$ cat src/rtl/uart_rx_cfg.sv
// Oversampled UART receiver with configurable framing, parity and stop bits,
// feeding a small circular FIFO that tags each entry with framing/parity errors.
module uart_rx_cfg #(
    parameter int DATA_BITS  = 8,
    parameter int OVERSAMPLE = 8,
    parameter int PARITY     = 0,
    parameter int STOP_BITS  = 1,
    parameter int FIFO_DEPTH = 4
) (
    input  logic                          clk,
    input  logic                          rst,
    input  logic                          baud_tick,
    input  logic                          rx,
    input  logic                          rd_en,
    input  logic                          ovr_clr,
    output logic [DATA_BITS-1:0]          rd_data,
    output logic                          rd_frame_err,
    output logic                          rd_parity_err,
    output logic                          rd_valid,
    output logic [$clog2(FIFO_DEPTH):0]   fifo_level,
    output logic                          overrun
);

    localparam int CTR_W   = $clog2(OVERSAMPLE);
    localparam int BIT_W   = $clog2(DATA_BITS);
    localparam int PTR_W   = $clog2(FIFO_DEPTH);
    localparam int ENTRY_W = DATA_BITS + 2;

    localparam logic [CTR_W-1:0] CTR_HALF   = CTR_W'(OVERSAMPLE / 2 - 1);
    localparam logic [CTR_W-1:0] CTR_FULL   = CTR_W'(OVERSAMPLE - 1);
    localparam logic [BIT_W-1:0] LAST_BIT   = BIT_W'(DATA_BITS - 1);
    localparam logic             LAST_STOP  = (STOP_BITS == 2);
    localparam logic             PARITY_ODD = (PARITY == 2);
    localparam logic [PTR_W:0]   LEVEL_FULL = (PTR_W + 1)'(FIFO_DEPTH);

    typedef enum logic [2:0] {
        S_IDLE      = 3'd0,
        S_START     = 3'd1,
        S_DATA      = 3'd2,
        S_PARITY    = 3'd3,
        S_STOP      = 3'd4,
        S_WAIT_HIGH = 3'd5
    } state_t;

    logic                 rx_meta_reg;
    logic                 rx_s_reg;
    state_t               state_reg;
    logic [CTR_W-1:0]     ctr_reg;
    logic [BIT_W-1:0]     bit_idx_reg;
    logic                 stop_idx_reg;
    logic [DATA_BITS-1:0] shift_reg;
    logic                 frame_err_reg;
    logic                 parity_err_reg;

    logic                 stop_frame_err;
    logic                 push;
    logic [ENTRY_W-1:0]   push_entry;

    always_ff @(posedge clk or posedge rst) begin
        if (rst) begin
            rx_meta_reg <= 1'b1;
            rx_s_reg    <= 1'b1;
        end else begin
            rx_meta_reg <= rx;
            rx_s_reg    <= rx_meta_reg;
        end
    end

    // Frame error as it will be after the current stop sample is taken.
    assign stop_frame_err = frame_err_reg | ~rx_s_reg;
    assign push = baud_tick && (state_reg == S_STOP) && (ctr_reg == CTR_FULL)
                  && (stop_idx_reg == LAST_STOP);
    assign push_entry = {shift_reg, stop_frame_err, parity_err_reg};

    always_ff @(posedge clk or posedge rst) begin
        if (rst) begin
            state_reg      <= S_IDLE;
            ctr_reg        <= '0;
            bit_idx_reg    <= '0;
            stop_idx_reg   <= 1'b0;
            shift_reg      <= '0;
            frame_err_reg  <= 1'b0;
            parity_err_reg <= 1'b0;
        end else if (baud_tick) begin
            case (state_reg)
                S_IDLE: begin
                    ctr_reg <= '0;
                    if (!rx_s_reg) state_reg <= S_START;
                end
                S_START: begin
                    if (ctr_reg == CTR_HALF) begin
                        ctr_reg        <= '0;
                        bit_idx_reg    <= '0;
                        stop_idx_reg   <= 1'b0;
                        frame_err_reg  <= 1'b0;
                        parity_err_reg <= 1'b0;
                        state_reg      <= rx_s_reg ? S_IDLE : S_DATA;
                    end else begin
                        ctr_reg <= ctr_reg + 1'b1;
                    end
                end
                S_DATA: begin
                    if (ctr_reg == CTR_FULL) begin
                        ctr_reg   <= '0;
                        shift_reg <= {rx_s_reg, shift_reg[DATA_BITS-1:1]};
                        if (bit_idx_reg == LAST_BIT)
                            state_reg <= (PARITY != 0) ? S_PARITY : S_STOP;
                        else
                            bit_idx_reg <= bit_idx_reg + 1'b1;
                    end else begin
                        ctr_reg <= ctr_reg + 1'b1;
                    end
                end
                S_PARITY: begin
                    if (ctr_reg == CTR_FULL) begin
                        ctr_reg        <= '0;
                        parity_err_reg <= ((^shift_reg) ^ rx_s_reg) != PARITY_ODD;
                        state_reg      <= S_STOP;
                    end else begin
                        ctr_reg <= ctr_reg + 1'b1;
                    end
                end
                S_STOP: begin
                    if (ctr_reg == CTR_FULL) begin
                        ctr_reg       <= '0;
                        frame_err_reg <= stop_frame_err;
                        if (stop_idx_reg == LAST_STOP)
                            state_reg <= stop_frame_err ? S_WAIT_HIGH : S_IDLE;
                        else
                            stop_idx_reg <= 1'b1;
                    end else begin
                        ctr_reg <= ctr_reg + 1'b1;
                    end
                end
                S_WAIT_HIGH: begin
                    // A break holds the line low; one entry only, then wait for idle.
                    ctr_reg <= '0;
                    if (rx_s_reg) state_reg <= S_IDLE;
                end
                default: begin
                    state_reg <= S_IDLE;
                    ctr_reg   <= '0;
                end
            endcase
        end
    end

    logic [ENTRY_W-1:0] mem [FIFO_DEPTH];
    logic [PTR_W-1:0]   wr_ptr_reg;
    logic [PTR_W-1:0]   rd_ptr_reg;
    logic [PTR_W:0]     level_reg;
    logic               overrun_reg;
    logic               fifo_full;
    logic               do_pop;
    logic               do_push;
    logic               drop;
    logic [ENTRY_W-1:0] head;

    assign fifo_full = (level_reg == LEVEL_FULL);
    assign rd_valid  = (level_reg != '0);
    assign do_pop    = rd_en && rd_valid;
    // A pop in the same cycle frees the slot, so a full FIFO still accepts the frame.
    assign do_push   = push && (!fifo_full || do_pop);
    assign drop      = push && fifo_full && !do_pop;

    always_ff @(posedge clk) begin
        if (do_push) mem[wr_ptr_reg] <= push_entry;
    end

    always_ff @(posedge clk or posedge rst) begin
        if (rst) begin
            wr_ptr_reg  <= '0;
            rd_ptr_reg  <= '0;
            level_reg   <= '0;
            overrun_reg <= 1'b0;
        end else begin
            if (do_push) wr_ptr_reg <= wr_ptr_reg + 1'b1;
            if (do_pop)  rd_ptr_reg <= rd_ptr_reg + 1'b1;
            case ({do_push, do_pop})
                2'b10:   level_reg <= level_reg + 1'b1;
                2'b01:   level_reg <= level_reg - 1'b1;
                default: level_reg <= level_reg;
            endcase
            if (drop)
                overrun_reg <= 1'b1;
            else if (ovr_clr)
                overrun_reg <= 1'b0;
        end
    end

    assign head          = mem[rd_ptr_reg];
    assign rd_data       = rd_valid ? head[ENTRY_W-1:2] : '0;
    assign rd_frame_err  = rd_valid & head[1];
    assign rd_parity_err = rd_valid & head[0];
    assign fifo_level    = level_reg;
    assign overrun       = overrun_reg;

endmodule

$ cat config.mk
export PLATFORM = sky130hd
export DESIGN_NAME = uart_rx_cfg
export DESIGN_NICKNAME = d
export VERILOG_FILES = /design/src/rtl/uart_rx_cfg.sv
export SDC_FILE = /design/constraint.sdc
export NUM_CORES = 1
export LEC_CHECK = 0
export BUFFER_PORTS_ARGS = -buffer_cell sky130_fd_sc_hd__buf_2
export CORE_ASPECT_RATIO = 0.6
export CORE_MARGIN = 1.5
export CORE_UTILIZATION = 64
export DETAILED_ROUTE_END_ITERATION = 7
export PLACE_DENSITY = 0.84
export SLEW_MARGIN = 20
export SYNTH_ARGS = -nofsm -noshare
export SYNTH_HDL_FRONTEND = slang
export SYNTH_SLANG_ARGS = --single-unit
$ cat constraint.sdc
create_clock -name clk -period 5.55 [get_ports clk]
set_input_delay 0 -clock clk [delete_from_list [all_inputs] [get_ports clk]]
set_output_delay 0 -clock clk [all_outputs]
set_load 0.02 [all_outputs]
==> metrics.cfg, run 1 <==
[outcome]
status = completed

[global_routing]
grt_max_degree = 30
grt_pass1_wl_um = 9470
gr-total-overflow = 0
grtUsageTotal_pct = 24.6
grt_pass1_vias = 1873
antenna_found_initial = 0

[worst_setup_path]
critical_path.max_stage_delay_ns = 0.58
cp_common_cell = ha_1
cp.required_ns = 5.77
cp_max_fo = 8
path_cells = ha_1 -> ha_1 -> nor2b_4 -> nand4_1 -> nor2b_1 -> inv_1 -> ha_1 -> inv_1 -> fa_1 -> xor2_1 -> nor2_1 -> xor2_1
critPathSlowestCell = nor2b_1
cp-end-kind = flop
worst-setup-path-type = flop to flop
arrival_ns = 3.18
cp_top_family = simple AND/OR/NAND/NOR gates
crit_path_start_kind = flop
crit_buf_inv = 2

[route]
avgViaCountPerCell = 5.83
drc = 0
routedWlPerCell_um = 18.5
final_antenna_net_count = 0
first_pass_iters = 4
via_count = 1830
drtIter0Drc = 139
routed_wl_um = 5810

[synthesis]
syn_area_per_cell_um2 = 14.7
yosys_register_bits = 69
syn_area_mm2 = 0.00321
synth_edf_count = 40
ys.flop_type = edfxtp_1
ys.warnings.count = 0
synth_cells = 219
synthArstFlopShare_pct = 42.0
yosysSeqAreaShare_pct = 60.1
yosysUniqueCellTypes = 48
syn_nets = 237

[cts]
cts_tree = done
htreeDepth = 3
root_buffer = clkbuf_8
cts.sinks = 69
insertion_delay_ns = 0.34
path_clk_slew_ns = 0.07
max-clock-path-buffers = 2
cts_resized = 0
cts_made_buffers = 9

[floorplan]
die_area_mm2 = 0.00546
start_util_pct = 68.2
rows = 19
fp.dieH_um = 57.9
die_x_um = 94.4
core_area_mm2 = 0.00471
io_pins = 21

[finish]
area_delta_synth_final_pct = 12.1
n_fill_cell = 294
n_antenna_cell = 0
largest_reg_flops = 40
nNetsFinal = 264
drive_above_1_share_pct = 26.7
postLayoutCellArea_mm2 = 0.00360

[sta]
timing.final.hold_violations = 0
tightest_slew_ns = 0.721
fin_tns_setup_ns = 0
post-route-min-period_ns = 2.95
grt_setup_unrepaired = no
slew_headroom_pct = 51.9
fmax_mhz = 339
fin_worst_skew_ns = 0.0101
drv_slew = 0
finalCritPeriodShare_pct = 53.2
setup_viol = 0

[placed_design]
post_dp_cell_area_mm2 = 0.00334
gp_congestion = 0.827
port_buffers = 20
hpwl_um = 3950

[job]
maxCapViolCount = 0

[power]
ir_worst_vdd_mv = 0.312
p_leak_nw = 1.42
cellPowerDensity_mw_per_mm2 = 441

[worst_hold_path]
hp-class = primary input to flop

## power breakdown
part	switching [mW]	leakage, nW	total, mW	internal (mW)
registers	0.0953	0.712	0.682	0.587
logic	0.243	0.604	0.463	0.220
clock network	0.189	0.102	0.442	0.253
total	0.528	1.42	1.59	1.06
## per-layer routing
| layer | part of all wire (%) | track usage [%] |
|---|---|---|
| met5 | 0 | 0 |
| met4 | 1.1 | 7.04 |
| met3 | 6.1 | 8.01 |
| met2 | 47 | 36.8 |
| met1 | 46 | 35.2 |
## Yosys cell counts (2+ instances only)
master | n | area (µm²)
mux4_2 | 10 | 225
and2_1 | 11 | 68.8
buf_4 | 2 | 15.0
dfrtp_1 | 27 | 676
nor2b_1 | 2 | 12.5
nor2_1 | 7 | 26.3
nand2b_1 | 4 | 25.0
xnor2_1 | 11 | 96.3
edfxtp_1 | 40 | 1200
inv_1 | 14 | 52.6
dfstp_2 | 2 | 52.6
mux2_1 | 3 | 33.8
nand2_1 | 9 | 33.8
a21oi_1 | 4 | 20.0
and3_1 | 3 | 18.8
buf_2 | 5 | 25.0
mux2_2 | 8 | 90.1
and2_4 | 4 | 35.0
nand4_1 | 2 | 12.5
xor2_1 | 4 | 35.0
mux2i_1 | 3 | 30.0
o21ai_0 | 8 | 40.0
ha_1 | 11 | 138
## worst register-to-register path, stage by stage, from the launching register on
cell and delay [ns]:
dfrtp_1 0.37, ha_1 0.23, ha_1 0.29, nor2b_4 0.22, nand4_1 0.16, nor2b_1 0.58
inv_1 0.10, ha_1 0.23, inv_1 0.09, fa_1 0.19, xor2_1 0.16, nor2_1 0.08
xor2_1 0.14
## logic make-up (layout without fill, tap and decap cells)
group | count (synthesis) | count (layout) | synth area share, %
XOR/XNOR | 16 | 16 | 4.60
AND/OR/NAND/NOR | 51 | 51 | 9.51
buffers and inverters | 23 | 55 | 3.35
multiplexers | 24 | 24 | 11.8
adder cells (fa/ha/maj) | 12 | 12 | 4.91
flip-flops | 69 | 69 | 60.1
AO/OA/AOI/OAI | 24 | 24 | 5.73
## metrics by stage
step / instances / util [%] / setup WS (ns) / hold WS [ns] / total power [mW]
3_5_place_dp: 294 / 71.0 / 2.67 / 0.105 / 1.16
6_report: 314 / 76.4 / 2.60 / 0.0416 / 1.59
2_1_floorplan: 219 / - / 3.18 / 0.00448 / 1.03
3_3_place_gp: 294 / 71.0 / 2.84 / 0.0861 / 1.13
5_1_grt: 314 / 76.4 / 2.33 / 0.0516 / 1.67
4_1_cts: 314 / 76.4 / 2.63 / 0.0237 / 1.60
## layout by cell type, fill, tap and decap left out, types with 2 or more instances in the layout
cell type | synthesis | layout
a21oi_1 | 4 | 4
and2_1 | 11 | 11
and2_4 | 4 | 4
and3_1 | 3 | 3
buf_2 | 5 | 20
bufinv_16 | 0 | 2
clkbuf_8 | 0 | 9
clkinvlp_4 | 0 | 2
dfrtp_1 | 27 | 27
dfstp_2 | 2 | 2
dlygate4sd3_1 | 0 | 4
edfxtp_1 | 40 | 40
ha_1 | 11 | 11
inv_1 | 14 | 14
mux2_1 | 3 | 3
mux2_2 | 8 | 8
mux2i_1 | 3 | 3
mux4_2 | 10 | 10
nand2_1 | 9 | 9
nand2b_1 | 4 | 4
nand4_1 | 2 | 2
nor2_1 | 7 | 7
nor2b_1 | 2 | 2
o21ai_0 | 8 | 8
xnor2_1 | 11 | 11
xor2_1 | 4 | 4
## worst paths after layout
path	startpoint	end	slack [ns]	cells after the start
max	ctr_reg[0]$_DFFE_PP0P_	fifo_level[2]$_DFFE_PP0P_	2.60	12
min	baud_tick	ctr_reg[1]$_DFFE_PP0P_	0.04	2
max reg2reg	ctr_reg[0]$_DFFE_PP0P_	fifo_level[2]$_DFFE_PP0P_	2.60	12
min reg2reg	rx_meta_reg$_DFF_PP1_	rx_s_reg$_DFF_PP1_	0.36	0
max in group asynchronous	rst	rx_s_reg$_DFF_PP1_	4.95	4
min in group asynchronous	rst	fifo_level[1]$_DFFE_PP0P_	0.29	4
## area by class of cell
class	instances	area, µm²	area share (%)
clock buffers	10	128	3.55
clock inverters	6	88.8	2.47
inverters	14	52.6	1.46
multi-input cells	127	1170	32.6
flip-flops and latches	69	1930	53.6
well taps	63	78.8	2.19
repair buffers	25	148	4.10
## repair_timing
action                                 in CTS  in global routing
endpoints found under the hold margin      29                  0
buffers inserted                            0                  0
hold buffers                                4                  0
(Power assumes the default switching activity.)
==> inputs of run 2 (changes only) <==
--- a/config.mk
+++ b/config.mk
@@ -8,9 +8,9 @@
 export BUFFER_PORTS_ARGS = -buffer_cell sky130_fd_sc_hd__buf_2
 export CORE_ASPECT_RATIO = 0.6
 export CORE_MARGIN = 1.5
-export CORE_UTILIZATION = 64
+export CORE_UTILIZATION = 60
 export DETAILED_ROUTE_END_ITERATION = 7
-export PLACE_DENSITY = 0.84
+export PLACE_DENSITY = 0.79
 export SLEW_MARGIN = 20
 export SYNTH_ARGS = -nofsm -noshare
 export SYNTH_HDL_FRONTEND = slang
==> constraint.sdc (replaced) <==
create_clock -name clk -period 2.8 [get_ports clk]
set_input_delay 0 -clock clk [delete_from_list [all_inputs] [get_ports clk]]
set_output_delay 0 -clock clk [all_outputs]
set_load 0.02 [all_outputs]
==> metrics.cfg, run 2 (same netlist as run 1, synthesis figures left out) <==
[outcome]
status = completed

[cts]
cts_made_buffers = 9  ; unchanged
path_clk_slew_ns = 0.07  ; about the same
cts.sinks = 69  ; unchanged
cts_tree = done
max-clock-path-buffers = 2  ; unchanged
insertion_delay_ns = 0.35  ; about the same
cts_resized = 0  ; unchanged
htreeDepth = 3  ; unchanged
root_buffer = clkbuf_8

[sta]
holdWs_ns = 0.0401  ; -0.00150 ns
post-route-min-period_ns = 2.42  ; -0.530 ns
slew_headroom_pct = 50.8  ; -1.1 points
fin_tns_setup_ns = 0  ; unchanged
grt_setup_unrepaired = no
fmax_mhz = 413  ; +22%
tightest_slew_ns = 0.738  ; +0.0166 ns
setup_slack_ns = 0.377  ; -2.22 ns
fin_worst_skew_ns = 0.00780  ; -0.00232 ns
timing.final.hold_violations = 0  ; unchanged
finalCritPeriodShare_pct = 86.5  ; +33 points
drv_slew = 0  ; unchanged
setup_viol = 0  ; unchanged

[route]
met1_length_um = 2630  ; -0.90%
top_layer = met4
drtIter0Drc = 160  ; +15%
first_pass_iters = 4  ; unchanged
routed_wl_um = 5290  ; -8.8%
via_count = 1768  ; -3.4%
avgViaCountPerCell = 5.51  ; -5.5%
final_antenna_net_count = 0  ; unchanged
routedWlPerCell_um = 16.5  ; -11%
wl_met2_um = 2300  ; -16%
wl_met3_um = 275  ; -23%
drc = 0  ; unchanged

[worst_setup_path]
crit_path_start_kind = flop
cp-end-kind = flop
worst-setup-path-type = flop to flop
cp.required_ns = 3.08  ; -2.69 ns
cp_max_fo = 7  ; -1
arrival_ns = 2.70  ; -0.48 ns

[power]
p_leak_nw = 1.45  ; +2.0%
cellPowerDensity_mw_per_mm2 = 861  ; +95%
power_mw = 3.13  ; +97%
ir_worst_vdd_mv = 0.501  ; +61%

[floorplan]
fp.dieH_um = 59.7  ; +3.1%
rows = 20  ; +1
core_area_mm2 = 0.00510  ; +8.5%
die_x_um = 97.4  ; +3.2%
start_util_pct = 62.9  ; -5.3 points
io_pins = 21  ; unchanged
die_area_mm2 = 0.00581  ; +6.4%

[job]
maxCapViolCount = 0  ; unchanged

[global_routing]
grtUsageTotal_pct = 20.6  ; -4.0 points
grt_pass1_vias = 1719  ; -8.2%
antenna_found_initial = 0  ; unchanged
grt_pass1_wl_um = 8690  ; -8.2%
grt_max_degree = 30  ; unchanged
gr-total-overflow = 0  ; unchanged

[finish]
fin_cells = 321  ; +2.2%
area_delta_synth_final_pct = 13.3
drive_above_1_share_pct = 28.2  ; +1.5 points
final_cell_mix = edfxtp_1, dfrtp_1, buf_2, inv_1
n_antenna_cell = 0  ; unchanged
final_common_cell = edfxtp_1
largest_reg_flops = 40  ; unchanged
nNetsFinal = 268  ; +1.5%
postLayoutCellArea_mm2 = 0.00364  ; +1.1%
utilization_pct = 71.3  ; -5.2 points

[worst_hold_path]
hp-class = primary input to flop

[placed_design]
dp.cells = 301  ; +2.4%
hpwl_um = 3590  ; -9.0%
post_dp_cell_area_mm2 = 0.00338  ; +1.0%
gp_congestion = 0.793  ; -4.2%
dp_slack_ns = 0.384  ; -2.29 ns
port_buffers = 20  ; unchanged

==> run 2: changes by cell type in the layout (fill, tap and decap cells not counted), sizes merged <==
cell      before  now
clkinvlp       2    1
inv           14   15
buf           21   25
clkinv         2    3
clkbuf        10    9
==> run 2: layout make-up <==
type	count	area (µm²)
clock buffer	9	124
fill	338	1470
timing repair buffer	29	178
inverter	14	52.6
sequential	69	1930
tap	66	82.6
multi-input combinational	127	1170
clock inverter	7	98.8
==> run 2: repair_timing <==
item | in CTS | in global routing
setup buffers | 0 | 0
endpoints found under the setup margin | 0 | 0
endpoints found under the hold margin | 29 | 0
hold buffers | 4 | 0
==> run 2: power by group <==
| part | total [mW] | internal [mW] | switching [mW] |
|---|---|---|---|
| Clock | 0.876 | 0.505 | 0.371 |
| Sequential | 1.33 | 1.16 | 0.162 |
| Combinational | 0.933 | 0.445 | 0.488 |
| Total | 3.13 | 2.11 | 1.02 |
==> run 2: metal layers <==
metal / track usage (%) / vias up
li1: - / 861
met1: 29.4 / 857
met2: 30.4 / 43
met3: 7.60 / 7
met4: 5.51 / 0
met5: 0 / -
==> run 2: path summary, 6_finish.rpt <==
| path | start | end | slack, ns | cells past startpoint |
|---|---|---|---|---|
| min in group asynchronous | rst | bit_idx_reg[1]$_DFFE_PP0P_ | 0.26 | 4 |
| max in group asynchronous | rst | rx_s_reg$_DFF_PP1_ | 2.23 | 4 |
| setup reg to reg | ctr_reg[0]$_DFFE_PP0P_ | fifo_level[2]$_DFFE_PP0P_ | 0.38 | 12 |
| setup / recovery | ctr_reg[0]$_DFFE_PP0P_ | fifo_level[2]$_DFFE_PP0P_ | 0.38 | 12 |
| hold reg to reg | rx_meta_reg$_DFF_PP1_ | rx_s_reg$_DFF_PP1_ | 0.36 | 0 |
| hold / removal | rd_en | rd_ptr_reg[0]$_DFFE_PP0P_ | 0.04 | 3 |
==> run 2: critical path: stages (launching register included) <==
cell and delay [ns]:
dfrtp_1 0.40, ha_1 0.24, ha_1 0.28, nor2b_4 0.17, nand4_1 0.14, nor2b_1 0.07
inv_1 0.05, ha_1 0.17, inv_1 0.06, fa_1 0.37, xor2_1 0.15, nor2_1 0.11
xor2_1 0.14
